[src/rtl/hbm_stream_write.sv]
// Strided AXI3 INCR write engine for one HBM pseudo-channel; AW issues one cycle after start, W is a combinational pass-through of the upstream stream.
// Backpressure: WREADY drives up_rdy directly; AW stalls when the outstanding-burst window is full or its address is not yet accepted.
module hbm_stream_write #(
    parameter int ENGINE_ID       = 0,
    parameter int ADDR_WIDTH      = 33,
    parameter int DATA_WIDTH      = 256,
    parameter int ID_WIDTH        = 5,
    parameter int MAX_OUTSTANDING = 8
) (
    input  logic                    clk,
    input  logic                    rst,
    input  logic                    start,
    input  logic [31:0]             write_ops,
    input  logic [31:0]             stride,
    input  logic [ADDR_WIDTH-1:0]   init_addr,
    input  logic [15:0]             mem_burst_size,
    input  logic                    up_vld,
    input  logic [DATA_WIDTH-1:0]   up_dat,
    output logic                    up_rdy,
    output logic                    busy,
    output logic                    done,
    output logic                    err,
    output logic                    m_axi_AWVALID,
    output logic [ADDR_WIDTH-1:0]   m_axi_AWADDR,
    output logic [ID_WIDTH-1:0]     m_axi_AWID,
    output logic [7:0]              m_axi_AWLEN,
    output logic [2:0]              m_axi_AWSIZE,
    output logic [1:0]              m_axi_AWBURST,
    output logic [1:0]              m_axi_AWLOCK,
    output logic [3:0]              m_axi_AWCACHE,
    output logic [2:0]              m_axi_AWPROT,
    output logic [3:0]              m_axi_AWQOS,
    output logic [3:0]              m_axi_AWREGION,
    input  logic                    m_axi_AWREADY,
    output logic                    m_axi_WVALID,
    output logic [DATA_WIDTH-1:0]   m_axi_WDATA,
    output logic [DATA_WIDTH/8-1:0] m_axi_WSTRB,
    output logic                    m_axi_WLAST,
    output logic [ID_WIDTH-1:0]     m_axi_WID,
    input  logic                    m_axi_WREADY,
    input  logic                    m_axi_BVALID,
    input  logic [1:0]              m_axi_BRESP,
    input  logic [ID_WIDTH-1:0]     m_axi_BID,
    output logic                    m_axi_BREADY
);

    localparam int          BEAT_SHIFT = $clog2(DATA_WIDTH/8);
    localparam logic [3:0]  ENGINE_NIB = 4'(ENGINE_ID);
    localparam logic [31:0] MAX_OUT    = 32'(MAX_OUTSTANDING);

    typedef enum logic [1:0] {S_IDLE, S_RUN, S_DRAIN, S_DONE} state_t;
    state_t state, state_nxt;

    logic [31:0]           ops_r, stride_r;
    logic [7:0]            len_r, beat_cnt;
    logic [ADDR_WIDTH-1:0] addr_r, base;
    logic [31:0]           aw_cnt, w_burst_cnt, b_cnt;
    logic [31:0]           aw_cnt_nxt, b_cnt_nxt, ops_nxt;
    logic                  awvalid_r, awvalid_nxt, err_r;
    logic [15:0]           burst_beats;
    logic [7:0]            len_new;
    logic                  start_acc, running, permitted;
    logic                  aw_hs, w_hs, b_acc;
    logic                  unused_ok;

    assign burst_beats = mem_burst_size >> BEAT_SHIFT;
    assign len_new     = burst_beats[7:0] - 8'd1;
    assign unused_ok   = ^{m_axi_BID, init_addr[ADDR_WIDTH-1:28], burst_beats[15:8]};

    always_comb begin
        base        = '0;
        base[31:28] = ENGINE_NIB;
        base[27:0]  = init_addr[27:0];
    end

    assign start_acc = start && (state == S_IDLE);
    assign running   = (state == S_RUN);
    // A W beat may only go out for a burst whose address has already been accepted.
    assign permitted = (w_burst_cnt < aw_cnt);
    assign aw_hs     = awvalid_r && m_axi_AWREADY;
    assign w_hs      = m_axi_WVALID && m_axi_WREADY;
    assign b_acc     = m_axi_BVALID && (state != S_IDLE);

    assign m_axi_AWVALID  = awvalid_r;
    assign m_axi_AWADDR   = addr_r;
    assign m_axi_AWID     = '0;
    assign m_axi_AWLEN    = len_r;
    assign m_axi_AWSIZE   = (DATA_WIDTH == 512) ? 3'b110 : 3'b101;
    assign m_axi_AWBURST  = 2'b01;
    assign m_axi_AWLOCK   = 2'b00;
    assign m_axi_AWCACHE  = 4'b0000;
    assign m_axi_AWPROT   = 3'b010;
    assign m_axi_AWQOS    = 4'b0000;
    assign m_axi_AWREGION = 4'b0000;

    assign m_axi_WVALID = up_vld && permitted && running;
    assign m_axi_WDATA  = up_dat;
    assign m_axi_WSTRB  = '1;
    assign m_axi_WLAST  = m_axi_WVALID && (beat_cnt == len_r);
    assign m_axi_WID    = '0;
    assign up_rdy       = m_axi_WREADY && permitted && running;
    assign m_axi_BREADY = 1'b1;
    assign err          = err_r;

    assign aw_cnt_nxt = start_acc ? 32'd0 : aw_cnt + {31'd0, aw_hs};
    assign b_cnt_nxt  = start_acc ? 32'd0 : b_cnt + {31'd0, b_acc};
    assign ops_nxt    = start_acc ? write_ops : ops_r;

    // Look at next-cycle counters so AWVALID rises the cycle after start and reopens as soon as a B frees a slot.
    always_comb begin
        awvalid_nxt = 1'b0;
        if (awvalid_r && !m_axi_AWREADY)
            awvalid_nxt = 1'b1;
        else if (state_nxt == S_RUN)
            awvalid_nxt = (aw_cnt_nxt < ops_nxt) && ((aw_cnt_nxt - b_cnt_nxt) < MAX_OUT);
    end

    always_ff @(posedge clk) begin
        if (rst) state <= S_IDLE;
        else     state <= state_nxt;
    end

    always_comb begin
        state_nxt = state;
        done      = 1'b0;
        busy      = (state != S_IDLE);
        case (state)
            S_IDLE:  if (start) state_nxt = S_RUN;
            S_RUN: begin
                if (ops_r == 32'd0)              state_nxt = S_DONE;
                else if (w_burst_cnt == ops_r)   state_nxt = S_DRAIN;
            end
            S_DRAIN: if (b_cnt_nxt == ops_r) state_nxt = S_DONE;
            S_DONE: begin
                done      = 1'b1;
                state_nxt = S_IDLE;
            end
            default: state_nxt = S_IDLE;
        endcase
    end

    always_ff @(posedge clk) begin
        if (rst) begin
            ops_r       <= '0;
            stride_r    <= '0;
            len_r       <= '0;
            addr_r      <= '0;
            beat_cnt    <= '0;
            aw_cnt      <= '0;
            w_burst_cnt <= '0;
            b_cnt       <= '0;
            awvalid_r   <= 1'b0;
            err_r       <= 1'b0;
        end else begin
            aw_cnt    <= aw_cnt_nxt;
            b_cnt     <= b_cnt_nxt;
            ops_r     <= ops_nxt;
            awvalid_r <= awvalid_nxt;
            if (start_acc) begin
                stride_r    <= stride;
                len_r       <= len_new;
                addr_r      <= base;
                beat_cnt    <= '0;
                w_burst_cnt <= '0;
                err_r       <= 1'b0;
            end else begin
                if (aw_hs)
                    addr_r <= addr_r + ADDR_WIDTH'(stride_r);
                if (w_hs) begin
                    if (beat_cnt == len_r) begin
                        beat_cnt    <= '0;
                        w_burst_cnt <= w_burst_cnt + 32'd1;
                    end else begin
                        beat_cnt <= beat_cnt + 8'd1;
                    end
                end
                if (b_acc && (m_axi_BRESP != 2'b00))
                    err_r <= 1'b1;
            end
        end
    end

endmodule

[config.mk]
export PLATFORM = sky130hd
export DESIGN_NAME = hbm_stream_write
export DESIGN_NICKNAME = d
export VERILOG_FILES = /design/src/rtl/hbm_stream_write.sv
export SDC_FILE = /design/constraint.sdc
export NUM_CORES = 1
export LEC_CHECK = 0
export CORE_AREA = 5 5 291 293
export CTS_CLUSTER_SIZE = 25
export DETAILED_ROUTE_END_ITERATION = 10
export DIE_AREA = 0 0 296 298
export PLACE_DENSITY = 0.55
export RECOVER_POWER = 100
export SYNTH_ARGS = -nofsm -noshare
export SYNTH_HDL_FRONTEND = slang
export SYNTH_SLANG_ARGS = --single-unit
[constraint.sdc]
create_clock -name clk -period 7.8 [get_ports clk]
set_input_delay 1.56 -clock clk [delete_from_list [all_inputs] [get_ports clk]]
set_output_delay 1.56 -clock clk [all_outputs]
set_load 0.01 [all_outputs]
# == Yosys cells after proc, flatten, opt, wreduce, memory -nomap -nowiden ==
# Index checks and enable logic that the tools add are counted.
# totals
regBits,213
latchBits,0
wordCells,63
ramBits,0
input_bits,383
rom_bits,0
output_inout_bits,369
n_memories,0
# op_classes
n_mul,0
bitwise,0
n_eq_ne,7
div_mod_pow,0
shifts,0
reduce_logical,20
n_mux,14
add_sub_neg,7
magnitude_cmp,3
# op_table
cell,n
$mux 32,3
$add 32x1->32,2
$eq 32x32->1,2
$lt 32x32->1,2
$mux 28,2
$add 33x32->33,1
$add 32x1->32 const B,1
$logic_not 32->1,1
$lt 32x4->1 const B,1
$sub 32x32->32,1
$logic_and 1x1->1,12
$add 8x1->8 const B,1
$eq 8x8->1,1
$mux 2,4
$mux 8,1
$pmux 2 s4,1
$sub 8x1->8 const B,1
$reduce_bool 2->1,3
$eq 2x1->1 const B,2
$eq 2x2->1 const B,2
$mux 1,3
$logic_not 2->1,1
$reduce_and 2->1,1
$reduce_or 2->1,1
$logic_not 1->1,1

# == Longest topological paths before layout ==
# Gate-level depths: netlist (run 1).
# depth
word_depth,10
mapped_depth,27
mapped_depth_nobuf,26

# == Worst setup path before layout (run 1) ==
# Ideal clock, no wire load.
# synth_path
kind,input to register
from,in m_axi_AWREADY
to,reg awvalid_r (netlist: m_axi_AWVALID)
setup_slack_ns,1.785
stages,27
n_path_buf,2
arrival_ns,5.956
t_required_ns,7.741
setup_time_ns,0.059
cell_sequence,nand2_1 -> clkinv_1 -> clkbuf_1 -> ha_1 -> ha_1 -> nand2_1 -> nor2_1 -> and4_1 -> and2_1 -> nor2b_1 -> nand2_1 -> nor3_1 -> nand2_1 -> xnor2_1 -> nor2_1 -> ha_1 -> clkbuf_1 -> nor3_1 -> a211oi_1 -> o2111ai_1 -> a2111oi_0 -> o221a_2 -> o2111a_1 -> nand4_1 -> and4b_1 -> nand4_1 -> nand2_1
# synth_via
elab_chain_len,8
# synth_rtl
item,line_no,text
"start, declared",34,"input logic m_axi_AWREADY,"
$logic_and 1x1->1 *,80,assign aw_hs = awvalid_r && m_axi_AWREADY;
$add 32x1->32 *,105,"assign aw_cnt_nxt = start_acc ? 32'd0 : aw_cnt + {31'd0, aw_hs};"
$mux 32 *,105,
via aw_cnt_nxt[26],58,"logic [31:0] aw_cnt_nxt, b_cnt_nxt, ops_nxt;"
$sub 32x32->32,115,awvalid_nxt = (aw_cnt_nxt < ops_nxt) && ((aw_cnt_nxt - b_cnt_nxt) < MAX_OUT);
$lt 32x4->1,115,
$logic_and 1x1->1 *,115,
$mux 1 *,114,else if (state_nxt == S_RUN)
$mux 1 *,112,if (awvalid_r && !m_axi_AWREADY)
"end signal, assigned",158,awvalid_r <= awvalid_nxt;
"end, declared",59,"logic awvalid_r, awvalid_nxt, err_r;"
# The timed path passes the listed nets; every way through them passes the cells marked *.
# A chain may end at the register's enable or synchronous reset.

# == Final worst setup path (run 1) ==
# layout_path
from,in start
to,reg awvalid_r (netlist: m_axi_AWVALID)
# layout_via
elab_chain_len,8
# layout_rtl
item,line_no,text
"start, declared",12,"input logic start,"
"parallel branches: the longest is 6 deep, another holds $sub 32x32->32",-,
$mux 1 *,114,
$mux 1 *,112,
# Every way passes the cells marked *.

==> results of run 1 <==
final cells by class:
class	count	area, um^2	area share
inverter	78	292.8	0.01542
sequential	213	4264	0.2246
clock buffer	42	867.1	0.04568
tap	1070	1339	0.07052
antenna	1	2.502	0.0001318
timing repair buffer	170	1653	0.08707
multi-input combinational	1617	10440	0.5498
clock inverter	13	128.9	0.006789
per-layer routing:
layer / global-route usage / vias to the layer above
li1: - / 7317
met1: 0.1691 / 7039
met2: 0.2033 / 675
met3: 0.03978 / 215
met4: 0.07756 / 2
met5: 0.006652 / -
cells in the mapped netlist (all sizes together), types with 4 or more instances:
| cell type | n |
|---|---|
| a211oi | 20 |
| o21bai | 8 |
| buf | 334 |
| mux2i | 48 |
| nand4 | 58 |
| nor4 | 40 |
| nor2 | 215 |
| or4 | 16 |
| nor2b | 12 |
| nand2b | 9 |
| xnor2 | 112 |
| o21a | 10 |
| o41ai | 7 |
| and2 | 27 |
| nor3 | 56 |
| o2111ai | 7 |
| or2 | 15 |
| o31a | 4 |
| and4 | 11 |
| nor3b | 4 |
| a311oi | 22 |
| or3 | 26 |
| o21ai | 60 |
| ha | 131 |
| a21oi | 126 |
| clkbuf | 71 |
| a2bb2oi | 4 |
| o31ai | 6 |
| inv | 77 |
| xor2 | 34 |
| nand2 | 232 |
| a21o | 48 |
| o211ai | 17 |
| o311ai | 10 |
| nand3 | 51 |
| dfxtp | 213 |
| and3 | 22 |
| a2111oi | 7 |
| a31oi | 21 |
| a41o | 9 |
stage by stage:
stage                 util  setup slack (ns)  hold WS (ns)  cells
floorplan                -             1.785        0.4400   2313
CTS                 0.2334             1.228        0.4609   3203
global placement    0.2212            0.6087        0.4374   3148
finish              0.2327            0.8670        0.4493   3204
global route        0.2327            0.3919        0.4831   3203
detailed placement  0.2212            0.6138        0.4516   3148
kinds of logic after synthesis:
| kind of cell | count (synthesis) | share of synthesized area |
|---|---|---|
| AOI/OAI and AO/OA | 419 | 0.1609 |
| DFF | 213 | 0.2437 |
| muxes | 50 | 0.02875 |
| adders and majority gates | 132 | 0.09484 |
| and+or+nand+nor | 804 | 0.2244 |
| buffers and inverters | 483 | 0.1727 |
| other | 2 | 0.0004293 |
| xor gates and xnor gates | 147 | 0.07438 |
final timing paths:
check | end | slack (ns) | depth (start not counted)
worst max-delay path | m_axi_AWVALID | 0.87 | 14
worst min-delay path | err | 0.45 | 2
worst max register to register | m_axi_AWVALID | 1.64 | 21
worst min register to register | err | 0.45 | 2
worst max-delay path, stage by stage:
cell and delay (ns):
dlygate4sd3_1 0.69, nor3b_1 0.38, buf_12 0.44, clkbuf_1 2.17, nand2_1 0.29, o2111ai_1 0.24, nand2_1 0.07, a21oi_1 0.22
o21ai_0 0.23, a311oi_1 0.33, nand4_1 0.12, and4b_1 0.27, nand4_1 0.28, nand2_1 0.15
sequential cells by signal, indices dropped and copies added (netlist names):
signal and count:
aw_cnt 32, b_cnt 32, beat_cnt 8, err 1, m_axi_AWADDR 33, m_axi_AWLEN 8, m_axi_AWVALID 1, ops_r 32
state 2, stride_r 32, w_burst_cnt 32
power by group through the flow:
stage / clock, W / sequential, W / combinational (W)
floorplan: 0 / 0.00119 / 0.000474
global placement: 0 / 0.00122 / 0.000520
detailed placement: 0 / 0.00122 / 0.000522
CTS: 0.00146 / 0.00119 / 0.000524
global route: 0.00150 / 0.00120 / 0.000571
finish: 0.00141 / 0.00119 / 0.000515
==> key figures, run 1 <==
Run status
  – Status: finished, violations left
  – Violated checks: capacitance limit, slew limit

Global routing
  – Grt total ovfl: 0
  – Total track usage: 0.1344
  – Wire length of the first global-routing pass: 92070 um
  – Initial antenna violation count: 1
  – Vias in the first global route: 14300
  – Largest net degree at the start of global routing: 108

STA
  – Clk_skew: 0.01368 ns
  – Minimum clock period: 6.933 ns
  – Peak Freq: 144.2 MHz
  – Final period utilization: 0.8888
  – Max_slew headroom: -1.375
  – Slew Viols, Final: 333
  – Hold Violations, Final: 0
  – Final setup fails: 0
  – Setup TNS: 0 ns
  – RSZ-0062 raised after global routing: false
  – Worst-Margin Slew: 3.562 ns

Logic synthesis
  – Register area share after synthesis: 0.2437
  – Syn Area/Cell: 7.775 um^2
  – Gate Count Post-Synth: 2250
  – Top FF cell, synth: dfxtp_1
  – Netlist Area Pre-Place: 17490 um^2
  – Top-area cell type share of the netlist area: 0.2437
  – FFs w/ async S/R, synth: 0
  – Synth warn: 0
  – Post-synth EDFFs: 0
  – Yosys reg bits: 213
  – Distinct cells, synth: 80
  – Post-synth top area cell: dfxtp_1
  – Synth top area cells: dfxtp_1, buf_4, ha_1

Worst setup path
  – Worst setup path start: start
  – CP Max Fanout: 107
  – Worst r2r src: state[1]
  – CP endpoint kind: register
  – Kind of critical path: in -> reg
  – Crit start category: input port
  – CP arrival: 7.45 ns
  – Required time of the critical path: 8.32 ns

Finish
  – Layout Area Growth over Synthesis: 8.511%
  – Share of cells above drive strength 1: 0.04360
  – Nets: 2625
  – Post-layout instance area: 18980 um^2
  – Most common cell after layout, fill and taps aside: nand2_1
  – Filler cells: 9056
  – Most frequent cells in the layout: nand2_1, nor2_1, dfxtp_1

Min path
  – Worst hold-check path type: reg -> reg
  – HP Start: err

Power
  – Clk pwr share: 0.451
  – Internal: 0.002191 W
  – Cell Pwr Density: 164.2 nW/um^2
  – Worst IR drop on VDD: 0.1659 mV
  – P_sw: 0.0009256 W
  – Comb power frac: 0.165
  – Tot Pwr: 0.003117 W
  – Switching share of power: 0.2970
  – Flop pwr share: 0.383
  – Leak: 7.648 nW

Drt
  – Top layer reached by signal wires: met5
  – Remaining antenna violation count after routing: 0
  – DRT iter0 DRCs: 1189
  – Via/cell ratio: 4.759
  – TritonRoute pass-1 iters: 5
  – Post-route DRC: 0
  – Routed len/inst: 19.70 um
  – DR WL met2: 26780 um
  – M1 wire length: 25920 um
  – Via count: 15250
  – Final WL: 63130 um
  – Wire length on met3: 6053 um

Floorplan
  – Core ar.: 81580 um^2
  – I/O pins: 752
  – Die Footprint: 88210 um^2
  – Initial Util: 0.2144
  – FP Rows: 105
  – Die Ht: 298 um
  – Die X-Extent: 296 um

Place
  – Area post-placement: 18050 um^2
  – GP Congestion: 0.9436
  – Hpwl dp: 48140 um
  – I/O Buffers: 156

Clocking
  – Clock Tree Root: clkbuf_16
  – H-tree depth: 1
  – Post-CTS setup buffer count: 0
  – Worst-Skew Late Latency: 0.59 ns
  – Clock Path Buffers: 3
  – Sink Count: 213
  – Clock buffer count from CTS: 30
  – CTS tree: yes
  – Post_cts resized: 0
  – Cts hold-fix bufs: 0
  – Clock slew at reported path FFs: 0.06 ns

Run
  – Max cap viols: 5
Power figures use the tool's default switching activity.
==> inputs of run 2 (changes only) <==
--- a/config.mk
+++ b/config.mk
@@ -5,12 +5,14 @@
 export SDC_FILE = /design/constraint.sdc
 export NUM_CORES = 1
 export LEC_CHECK = 0
+export CAP_MARGIN = 5
 export CORE_AREA = 5 5 291 293
 export CTS_CLUSTER_SIZE = 25
 export DETAILED_ROUTE_END_ITERATION = 10
 export DIE_AREA = 0 0 296 298
 export PLACE_DENSITY = 0.55
 export RECOVER_POWER = 100
+export SLEW_MARGIN = 20
 export SYNTH_ARGS = -nofsm -noshare
 export SYNTH_HDL_FRONTEND = slang
 export SYNTH_SLANG_ARGS = --single-unit
==> results of run 2 <==
Final layout, timing and power as in run 1 (identical DEF).
==> inputs of run 3 (changes only) <==
--- a/config.mk
+++ b/config.mk
@@ -5,6 +5,7 @@
 export SDC_FILE = /design/constraint.sdc
 export NUM_CORES = 1
 export LEC_CHECK = 0
+export ABC_CLOCK_PERIOD_IN_PS = 7800
 export CAP_MARGIN = 5
 export CORE_AREA = 5 5 291 293
 export CTS_CLUSTER_SIZE = 25
==> results of run 3 <==
Final layout, timing and power as in run 1 (identical DEF).
